--- config.mk ---
export PLATFORM = sky130hd
export DESIGN_NAME = multicycle_control
export DESIGN_NICKNAME = d
export VERILOG_FILES = /design/src/rtl/multicycle_control_pkg.sv /design/src/rtl/multicycle_control_alu_decode.sv /design/src/rtl/multicycle_control.sv
export SDC_FILE = /design/constraint.sdc
export NUM_CORES = 1
export LEC_CHECK = 0
export BUFFER_PORTS_ARGS = -buffer_cell sky130_fd_sc_hd__clkbuf_2
export CORE_ASPECT_RATIO = 1.2
export CORE_MARGIN = 2
export CORE_UTILIZATION = 35
export CTS_BUF_LIST = sky130_fd_sc_hd__clkbuf_4
export DETAILED_ROUTE_END_ITERATION = 10
export PLACE_DENSITY = 0.77
export SKIP_CTS_REPAIR_TIMING = 1
export SLEW_MARGIN = 5
export SYNTH_ARGS = -nofsm -noshare
export SYNTH_HDL_FRONTEND = slang
export SYNTH_HIERARCHICAL = 1
export SYNTH_SLANG_ARGS = --single-unit
--- constraint.sdc ---
create_clock -name clk -period 1.72 [get_ports clk]
set_input_delay 0.086 -clock clk [delete_from_list [all_inputs] [get_ports clk]]
set_output_delay 0.086 -clock clk [all_outputs]
set_load 0.01 [all_outputs]
--- src/rtl/multicycle_control_pkg.sv ---
// Shared encodings for the multi-cycle MIPS control path:
// ALU ops and sources, FSM states, PC/regfile selects, opcodes and functs.
package multicycle_control_pkg;

    localparam logic [2:0] OP_ADD = 3'd0;
    localparam logic [2:0] OP_SUB = 3'd1;
    localparam logic [2:0] OP_AND = 3'd2;
    localparam logic [2:0] OP_OR  = 3'd3;
    localparam logic [2:0] OP_NOR = 3'd4;
    localparam logic [2:0] OP_SLT = 3'd5;
    localparam logic [2:0] OP_SLL = 3'd6;
    localparam logic [2:0] OP_SRL = 3'd7;

    localparam logic [1:0] ALU_SRC_REG        = 2'd0;
    localparam logic [1:0] ALU_SRC_SEXT_IMM16 = 2'd1;
    localparam logic [1:0] ALU_SRC_ZEXT_IMM16 = 2'd2;
    localparam logic [1:0] ALU_SRC_SHAMT      = 2'd3;

    localparam logic [3:0] STATE_RESET     = 4'd0;
    localparam logic [3:0] STATE_FETCH     = 4'd1;
    localparam logic [3:0] STATE_DECODE    = 4'd2;
    localparam logic [3:0] STATE_EXEC      = 4'd3;
    localparam logic [3:0] STATE_WB_ALU    = 4'd4;
    localparam logic [3:0] STATE_MEM_ADDR  = 4'd5;
    localparam logic [3:0] STATE_MEM_READ  = 4'd6;
    localparam logic [3:0] STATE_MEM_WB    = 4'd7;
    localparam logic [3:0] STATE_MEM_WRITE = 4'd8;
    localparam logic [3:0] STATE_BRANCH    = 4'd9;
    localparam logic [3:0] STATE_JUMP      = 4'd10;
    localparam logic [3:0] STATE_TRAP      = 4'd11;

    localparam logic [1:0] PC_SRC_PLUS4  = 2'd0;
    localparam logic [1:0] PC_SRC_BRANCH = 2'd1;
    localparam logic [1:0] PC_SRC_JUMP26 = 2'd2;
    localparam logic [1:0] PC_SRC_REG    = 2'd3;

    localparam logic [1:0] REG_DST_RT = 2'd0;
    localparam logic [1:0] REG_DST_RD = 2'd1;
    localparam logic [1:0] REG_DST_RA = 2'd2;

    localparam logic [1:0] WB_SRC_ALU = 2'd0;
    localparam logic [1:0] WB_SRC_MEM = 2'd1;
    localparam logic [1:0] WB_SRC_PC  = 2'd2;

    localparam logic [5:0] OPC_RTYPE = 6'h00;
    localparam logic [5:0] OPC_J     = 6'h02;
    localparam logic [5:0] OPC_JAL   = 6'h03;
    localparam logic [5:0] OPC_BEQ   = 6'h04;
    localparam logic [5:0] OPC_BNE   = 6'h05;
    localparam logic [5:0] OPC_ADDI  = 6'h08;
    localparam logic [5:0] OPC_ANDI  = 6'h0C;
    localparam logic [5:0] OPC_ORI   = 6'h0D;
    localparam logic [5:0] OPC_LW    = 6'h23;
    localparam logic [5:0] OPC_SW    = 6'h2B;

    localparam logic [5:0] FN_SLL = 6'h00;
    localparam logic [5:0] FN_SRL = 6'h02;
    localparam logic [5:0] FN_JR  = 6'h08;
    localparam logic [5:0] FN_ADD = 6'h20;
    localparam logic [5:0] FN_SUB = 6'h22;
    localparam logic [5:0] FN_AND = 6'h24;
    localparam logic [5:0] FN_OR  = 6'h25;
    localparam logic [5:0] FN_NOR = 6'h27;
    localparam logic [5:0] FN_SLT = 6'h2A;

endpackage

--- src/rtl/multicycle_control_alu_decode.sv ---
// Opcode/funct to ALU control map; legal is set only for ALU-class
// instructions (R-type arithmetic/shift and the three immediates).
module mc_alu_decode
    import multicycle_control_pkg::*;
(
    input  logic [5:0] opcode,
    input  logic [5:0] funct,
    output logic [2:0] alu_op,
    output logic [1:0] alu_src,
    output logic       legal
);

    always_comb begin
        alu_op  = OP_ADD;
        alu_src = ALU_SRC_REG;
        legal   = 1'b0;
        case (opcode)
            OPC_RTYPE: begin
                legal = 1'b1;
                case (funct)
                    FN_ADD: alu_op = OP_ADD;
                    FN_SUB: alu_op = OP_SUB;
                    FN_AND: alu_op = OP_AND;
                    FN_OR:  alu_op = OP_OR;
                    FN_NOR: alu_op = OP_NOR;
                    FN_SLT: alu_op = OP_SLT;
                    FN_SLL: begin
                        alu_op  = OP_SLL;
                        alu_src = ALU_SRC_SHAMT;
                    end
                    FN_SRL: begin
                        alu_op  = OP_SRL;
                        alu_src = ALU_SRC_SHAMT;
                    end
                    default: legal = 1'b0;
                endcase
            end
            OPC_ADDI: begin
                legal   = 1'b1;
                alu_op  = OP_ADD;
                alu_src = ALU_SRC_SEXT_IMM16;
            end
            OPC_ANDI: begin
                legal   = 1'b1;
                alu_op  = OP_AND;
                alu_src = ALU_SRC_ZEXT_IMM16;
            end
            OPC_ORI: begin
                legal   = 1'b1;
                alu_op  = OP_OR;
                alu_src = ALU_SRC_ZEXT_IMM16;
            end
            default: legal = 1'b0;
        endcase
    end

endmodule

--- src/rtl/multicycle_control.sv ---
// Multi-cycle MIPS sequencer: one memory port and one ALU shared across
// fetch/execute/memory/write-back; all strobes decoded from the state.
module multicycle_control
    import multicycle_control_pkg::*;
(
    input  logic        clk,
    input  logic        reset,
    input  logic [31:0] instruction,
    input  logic        mem_ready,
    input  logic        alu_zero,
    output logic        mem_req,
    output logic        mem_we,
    output logic        mem_addr_sel,
    output logic        ir_write,
    output logic        pc_write,
    output logic [1:0]  pc_src,
    output logic        reg_write,
    output logic [1:0]  reg_dst,
    output logic [1:0]  wb_src,
    output logic [1:0]  alu_src,
    output logic [2:0]  alu_op,
    output logic        illegal,
    output logic [3:0]  state
);

    logic [5:0] opcode;
    logic [5:0] funct;
    logic [2:0] dec_op;
    logic [1:0] dec_src;
    logic       dec_legal;
    logic       is_rtype;
    logic       is_jr;
    logic [3:0] next;
    logic       unused;

    assign opcode   = instruction[31:26];
    assign funct    = instruction[5:0];
    assign is_rtype = (opcode == OPC_RTYPE);
    assign is_jr    = is_rtype && (funct == FN_JR);
    assign unused   = ^instruction[25:6];

    mc_alu_decode u_dec (
        .opcode  (opcode),
        .funct   (funct),
        .alu_op  (dec_op),
        .alu_src (dec_src),
        .legal   (dec_legal)
    );

    always_ff @(posedge clk or posedge reset) begin
        if (reset) state <= STATE_RESET;
        else       state <= next;
    end

    always_comb begin
        next         = state;
        mem_req      = 1'b0;
        mem_we       = 1'b0;
        mem_addr_sel = 1'b0;
        ir_write     = 1'b0;
        pc_write     = 1'b0;
        pc_src       = PC_SRC_PLUS4;
        reg_write    = 1'b0;
        reg_dst      = REG_DST_RT;
        wb_src       = WB_SRC_ALU;
        alu_src      = ALU_SRC_REG;
        alu_op       = OP_ADD;
        illegal      = 1'b0;
        case (state)
            STATE_RESET: next = STATE_FETCH;
            STATE_FETCH: begin
                mem_req = 1'b1;
                if (mem_ready) begin
                    ir_write = 1'b1;
                    pc_write = 1'b1;
                    pc_src   = PC_SRC_PLUS4;
                    next     = STATE_DECODE;
                end
            end
            STATE_DECODE: begin
                if (dec_legal)
                    next = STATE_EXEC;
                else if (opcode == OPC_LW || opcode == OPC_SW)
                    next = STATE_MEM_ADDR;
                else if (opcode == OPC_BEQ || opcode == OPC_BNE)
                    next = STATE_BRANCH;
                else if (opcode == OPC_J || opcode == OPC_JAL || is_jr)
                    next = STATE_JUMP;
                else
                    next = STATE_TRAP;
            end
            STATE_EXEC: begin
                alu_op  = dec_op;
                alu_src = dec_src;
                next    = STATE_WB_ALU;
            end
            STATE_WB_ALU: begin
                alu_op    = dec_op;
                alu_src   = dec_src;
                reg_write = 1'b1;
                wb_src    = WB_SRC_ALU;
                reg_dst   = is_rtype ? REG_DST_RD : REG_DST_RT;
                next      = STATE_FETCH;
            end
            STATE_MEM_ADDR: begin
                alu_op  = OP_ADD;
                alu_src = ALU_SRC_SEXT_IMM16;
                next    = (opcode == OPC_SW) ? STATE_MEM_WRITE
                                             : STATE_MEM_READ;
            end
            STATE_MEM_READ: begin
                mem_req      = 1'b1;
                mem_addr_sel = 1'b1;
                if (mem_ready) next = STATE_MEM_WB;
            end
            STATE_MEM_WB: begin
                reg_write = 1'b1;
                wb_src    = WB_SRC_MEM;
                reg_dst   = REG_DST_RT;
                next      = STATE_FETCH;
            end
            STATE_MEM_WRITE: begin
                mem_req      = 1'b1;
                mem_we       = 1'b1;
                mem_addr_sel = 1'b1;
                if (mem_ready) next = STATE_FETCH;
            end
            STATE_BRANCH: begin
                alu_op   = OP_SUB;
                alu_src  = ALU_SRC_REG;
                pc_src   = PC_SRC_BRANCH;
                pc_write = (opcode == OPC_BNE) ? !alu_zero : alu_zero;
                next     = STATE_FETCH;
            end
            STATE_JUMP: begin
                pc_write = 1'b1;
                pc_src   = is_jr ? PC_SRC_REG : PC_SRC_JUMP26;
                // jal links the PC that FETCH already advanced
                if (opcode == OPC_JAL) begin
                    reg_write = 1'b1;
                    reg_dst   = REG_DST_RA;
                    wb_src    = WB_SRC_PC;
                end
                next = STATE_FETCH;
            end
            STATE_TRAP: illegal = 1'b1;
            default: next = STATE_RESET;
        endcase
    end

endmodule

; After elaboration in Yosys (flattened, before gate mapping)
; Index checks and enable logic that the tools add are counted.
[totals]
ff_bits = 4
latchBits = 0
mem_bits_rw = 0
romBits = 0
input_bits = 36
out_inout_bits = 22
memories = 0
[op_classes]
n_addsub = 0
multipliers = 0
div = 0
order_cmp = 0
n_eq_ne = 31
shifts = 0
n_mux = 33
bitwise = 1
n_reduce_logical = 19
[op_table]
columns = cell, count
row1 = 6-bit == test (second input constant), 8
row2 = 4-bit one-hot mux with 8 select lines, 1
row3 = 6-bit by 4-bit == test with 1-bit output (second input constant), 4
row4 = 4-bit 2-to-1 mux, 6
row5 = 3-bit one-hot mux with 7 select lines, 1
row6 = 6-bit by 2-bit == test with 1-bit output (second input constant), 3
row7 = 4-bit by 3-bit == test with 1-bit output (second input constant), 4
row8 = 4-bit == test (second input constant), 4
row9 = 2-bit one-hot mux with 2 select lines, 4
row10 = 6-bit by 3-bit == test with 1-bit output (second input constant), 2
row11 = 6-bit logical NOT, 2
row12 = 1-bit 2-to-1 mux, 12
row13 = 2-bit OR reduction, 5
row14 = 3-bit one-hot mux with 3 select lines, 1
row15 = 4-bit by 2-bit == test with 1-bit output (second input constant), 2
row16 = 8-bit OR reduction, 1
row17 = 2-bit 2-to-1 mux, 3
row18 = 2-bit inequality test (second input constant), 3
row19 = 2-bit one-hot mux with 3 select lines, 1
row20 = 3-bit one-hot mux with 2 select lines, 1
row21 = 3-bit OR reduction, 2
row22 = 5-bit OR reduction, 1
row23 = 4-bit by 1-bit == test with 1-bit output (second input constant), 1
row24 = 4-bit logical NOT, 1
row25 = 7 further kinds, 11

; Depth between registers and ports, before layout
[logic_depth]
word_depth = 8
mapped_depth = 7

; Cells and area by module
; The synthesis kept the hierarchy.
[modules_own_cells]
columns = module, instances, cells_each, area_per_inst_um2, seq_area_each_um2
row1 = multicycle_control, 1, 93, 644.4, 100.1
row2 = mc_alu_decode, 1, 38, 289.0, 0.0

; Least setup slack after synthesis
; No wires, ideal clock.
[synth_timing]
kind = register to register
startpoint = register state[0]
endpoint = register state[1]
t_arrival_ns = 1.439
t_required_ns = 1.638
setup_slack_ns = 0.199
path_stages_with_launch = 6
period_less_slack_ns = 1.521
cell_sequence = dfrtp_1 -> buf_6 -> nand2b_4 -> or3b_1 -> o221a_1 -> a31oi_1
[synth_via]
elab_chain_cells = 3
elab_cells_between_ends = 19
classes_between = eq/ne (14) / mux (1) / bitwise (1) / reduce/logical (3)
[synth_rtl]
columns = element, line_no
row1 = start: declaration, multicycle_control.sv:23  ; output logic [3:0] state
row2 = start signal: assignment, multicycle_control.sv:52  ; else state <= next;
row3 = "4-bit == test, or another cell as far along", multicycle_control.sv:69  ; case (state)
row4 = "5-bit OR reduction (no source line), or another cell as far along", -
row5 = 4-bit one-hot mux with 8 select lines or 4-bit AND reduction (tied branches), -
; Parallel ways exist; a longest one is shown, timed or not.
; A chain may end at the register's enable or synchronous reset.

; Final worst setup path
[layout_timing]
startpoint = register state[0]
endpoint = output port pc_src[0]
[layout_via]
elab_chain_cells = 2
elab_cells_between_ends = 3
classes_between = eq/ne (2) / mux (1)
[layout_rtl]
columns = element, line_no
row1 = 4-bit == test, multicycle_control.sv:69
row2 = 2-bit one-hot mux with 2 select lines *, multicycle_control.sv:69
row3 = end: declaration, multicycle_control.sv:16  ; output logic [1:0] pc_src,
; Every way passes the cells marked *; elsewhere a longest branch is shown, timed or not.

==> impl_metrics.py <==
metrics = {
    "run_status": {
        "status": "finished clean",
    },
    "setup_path": {
        "crit_fanout": 6,
        "cp_data_arrival_time_ns": 1.57,
        "required_ns": 1.63,
        "ff2ff_setup_slack_ns": 0.21,
        "cp_slowest_cell": "dfrtp_2",
        "cp_cell_sequence": "nand2b_4, buf_4, nor4_2, nand2_1, a21oi_1, clkbuf_2",
        "start_kind": "flip-flop",
        "cpPeakStageDelay_ns": 0.45,
        "worst-setup-path-type": "reg2out",
        "end_kind": "output port",
    },
    "synth": {
        "netlist_instances": 131,
        "ys.flop_type": "dfrtp_1",
        "async_flop_share_pct": 100.0,
        "ys_ff_latch": 4,
        "syn_nets": 167,
        "synth_cell_type_count": 49,
        "yosysSeqAreaShare_pct": 10.72,
        "yosysWarnings": 6,
        "synth_area_um2": 933.4,
        "syn_avg_cell_area_um2": 7.125,
        "synth-edff-count": 0,
    },
    "clocking": {
        "clockBufferDepth": 2,
        "cts_root_buf": "clkbuf_4",
        "clk_pin_slew_ns": 0.05,
        "cts_buffers": 3,
        "clock_sinks": 4,
        "cts_tree": "done",
        "clk_latency_ns": 0.26,
        "h-tree-depth": 1,
    },
    "power_and_ir_drop": {
        "clockPowerShare_pct": 8.9,
        "power.internal_mw": 0.7267,
        "p_sw_mw": 0.7832,
        "pwr-share-seq_pct": 15.1,
        "leakage_nw": 0.5618,
        "combPwrFrac_pct": 76.0,
        "power_density_nw_per_um2": 1191,
        "swShare_pct": 51.87,
        "total_power_mw": 1.510,
        "ir_drop_uv": 818.2,
    },
    "layout": {
        "area_growth_pct": 35.79,
        "largest_reg_flops": 4,
        "drive_gt1_share_pct": 39.43,
        "fin_area_um2": 1267,
        "layout.nets": 213,
        "reg_top3": "state (4)",
        "top_register": "state",
        "n_antenna_cell": 0,
    },
    "timing": {
        "finClkSkew_ns": 0.01550,
        "worst_pin_slew_ns": 0.5339,
        "final-hold-violation-count": 0,
        "period_needed_ns": 1.655,
        "relSlewSlack_pct": 63.94,
        "setup_viol": 0,
        "max_freq_mhz": 604.2,
        "fin_crit_sh_pct": 96.23,
        "finalSetupTns_ns": 0,
        "maxSlewViolCount": 0,
    },
    "worst_hold_path": {
        "hold_path.class": "in2reg",
    },
    "place": {
        "io_buffer_count": 37,
        "post_dp_cell_area_um2": 1171,
        "routabilityCongestion": 0.8175,
        "dp_hpwl_um": 2126,
    },
    "grt": {
        "met2_usage_pct": 37.48,
        "grt_usage_pct": 20.06,
        "gr-total-overflow": 0,
        "grt_pass1_wl_um": 4809,
        "antenna_found_initial": 0,
        "grtUsageMet1_pct": 23.31,
        "busiest_layer": "met2",
        "use_met3_pct": 2.463,
        "grt_pass1_vias": 1120,
        "grt_max_degree": 17,
    },
    "floorplan": {
        "die_x_um": 51.14,
        "dieArea_um2": 3098,
        "start_util_pct": 36.93,
        "rows": 20,
        "coreArea_um2": 2527,
        "dieHeight_um": 60.57,
        "num_io_pins": 58,
    },
    "route": {
        "vias_per_cell": 5.644,
        "dr_total_vias": 1174,
        "wl_per_cell_um": 13.59,
        "drt_iter0_markers": 21,
        "drt_first_pass_iters": 4,
        "remaining_drc_errors": 0,
        "routed_wl_um": 2827,
        "antenna_left": 0,
    },
    "flow_run": {
        "maxCapViolCount": 0,
    },
}
metrics by stage:
| step | instances | hold slack [ns] | setup slack [ns] | util [%] |
|---|---|---|---|---|
| after global routing | 208 | 0.2045 | -0.005535 | 50.15 |
| final | 208 | 0.1862 | 0.06482 | 50.15 |
| after detailed placement | 201 | -0.04747 | 0.1582 | 46.34 |
| after CTS | 204 | -0.3194 | -0.09612 | 47.23 |
| after global placement | 201 | -0.05513 | 0.1417 | 46.34 |
| after floorplan | 131 | -0.1479 | 0.1990 | - |
path summary, 6_finish.rpt:
kind | from | end | cells after the start
worst min-delay path | instruction[29] | state[3] | 3
min in group asynchronous | reset | state[1] | 3
worst min register to register | state[3] | state[3] | 2
worst max-delay path | state[0] | pc_src[0] | 6
max in group asynchronous | reset | state[3] | 3
worst max register to register | state[0] | state[1] | 4
metal layers:
metal	up-vias	routed length (um)
li1	581	-
met1	549	1219
met2	41	1455
met3	3	126
met4	0	26
met5	-	0
power groups by stage:
stage               Sequential [mW]  Clock, mW  Combinational (mW)
floorplan                     0.215          0               0.676
global placement              0.219          0               0.997
detailed placement            0.220          0                1.01
CTS                           0.218      0.133                1.02
global route                  0.231      0.141                1.26
finish                        0.228      0.134                1.15
area by class of cell:
type | instances | area (um^2)
Timing Repair Buffer | 49 | 279.0
Multi-Input combinational cell | 110 | 788.3
Inverter | 9 | 33.78
Sequential cell | 4 | 102.6
Tap cell | 33 | 41.29
Clock buffer | 3 | 22.52
Fill cell | 262 | 1260
layout by cell type, fill, tap and decap left out, types with 2 or more instances in the layout:
master / instances
nor4_4: 3
a211oi_1: 2
and3b_1: 2
nand3_1: 4
inv_1: 9
o31ai_1: 2
buf_4: 9
dfrtp_2: 2
and3_1: 2
o21ai_0: 5
nor2_1: 8
nand2b_1: 5
nand2_1: 12
nor4b_1: 2
nand2b_4: 2
nand3b_1: 2
clkbuf_2: 38
a31oi_1: 2
nor3_1: 6
clkbuf_4: 3
dfrtp_1: 2
mux2i_1: 2
nor4_2: 2
o211ai_1: 2
nor4_1: 2
o22ai_1: 2
a21oi_1: 9
and2_1: 4
nor3b_1: 2
Yosys cell counts (2+ instances only):
cell / n / area share, %
buf_6: 2 / 2.4
and3b_1: 2 / 1.9
nor4b_1: 2 / 1.9
nor4_4: 2 / 4.6
o21ai_0: 5 / 2.7
nand3_1: 4 / 2.1
nand2b_1: 6 / 4.0
o211ai_1: 2 / 1.6
o31ai_1: 2 / 1.6
clkbuf_1: 3 / 1.2
mux2i_1: 2 / 2.1
a31oi_1: 2 / 1.3
nor2b_1: 3 / 2.0
nor3b_1: 2 / 1.6
nor4_1: 3 / 2.0
nor4_2: 2 / 2.7
inv_1: 9 / 3.6
a211oi_1: 2 / 1.6
o22ai_1: 2 / 1.3
nand3b_1: 2 / 1.6
nor3_1: 6 / 3.2
and3_1: 2 / 1.3
nand2b_4: 2 / 2.9
nand2_1: 12 / 4.8
and2_1: 4 / 2.7
dfrtp_1: 4 / 11
a21oi_1: 9 / 4.8
buf_2: 3 / 1.6
nor2_1: 10 / 4.0
cell families after synthesis:
| kind of cell | synth area share [%] |
|---|---|
| simple gates | 50.40 |
| xor+xnor | 0.9385 |
| flops | 10.72 |
| mux | 2.145 |
| buf+inv | 8.846 |
| compound gates | 26.94 |
worst max-delay path, delay by kind of cell (launching register included):
family | cells | cell delay, ns
AOI/OAI and AO/OA | 1 | 0.18
buffers and inverters | 2 | 0.32
DFF | 1 | 0.45
and+or+nand+nor | 3 | 0.36
No activity file was read; power rests on OpenSTA's default activity.
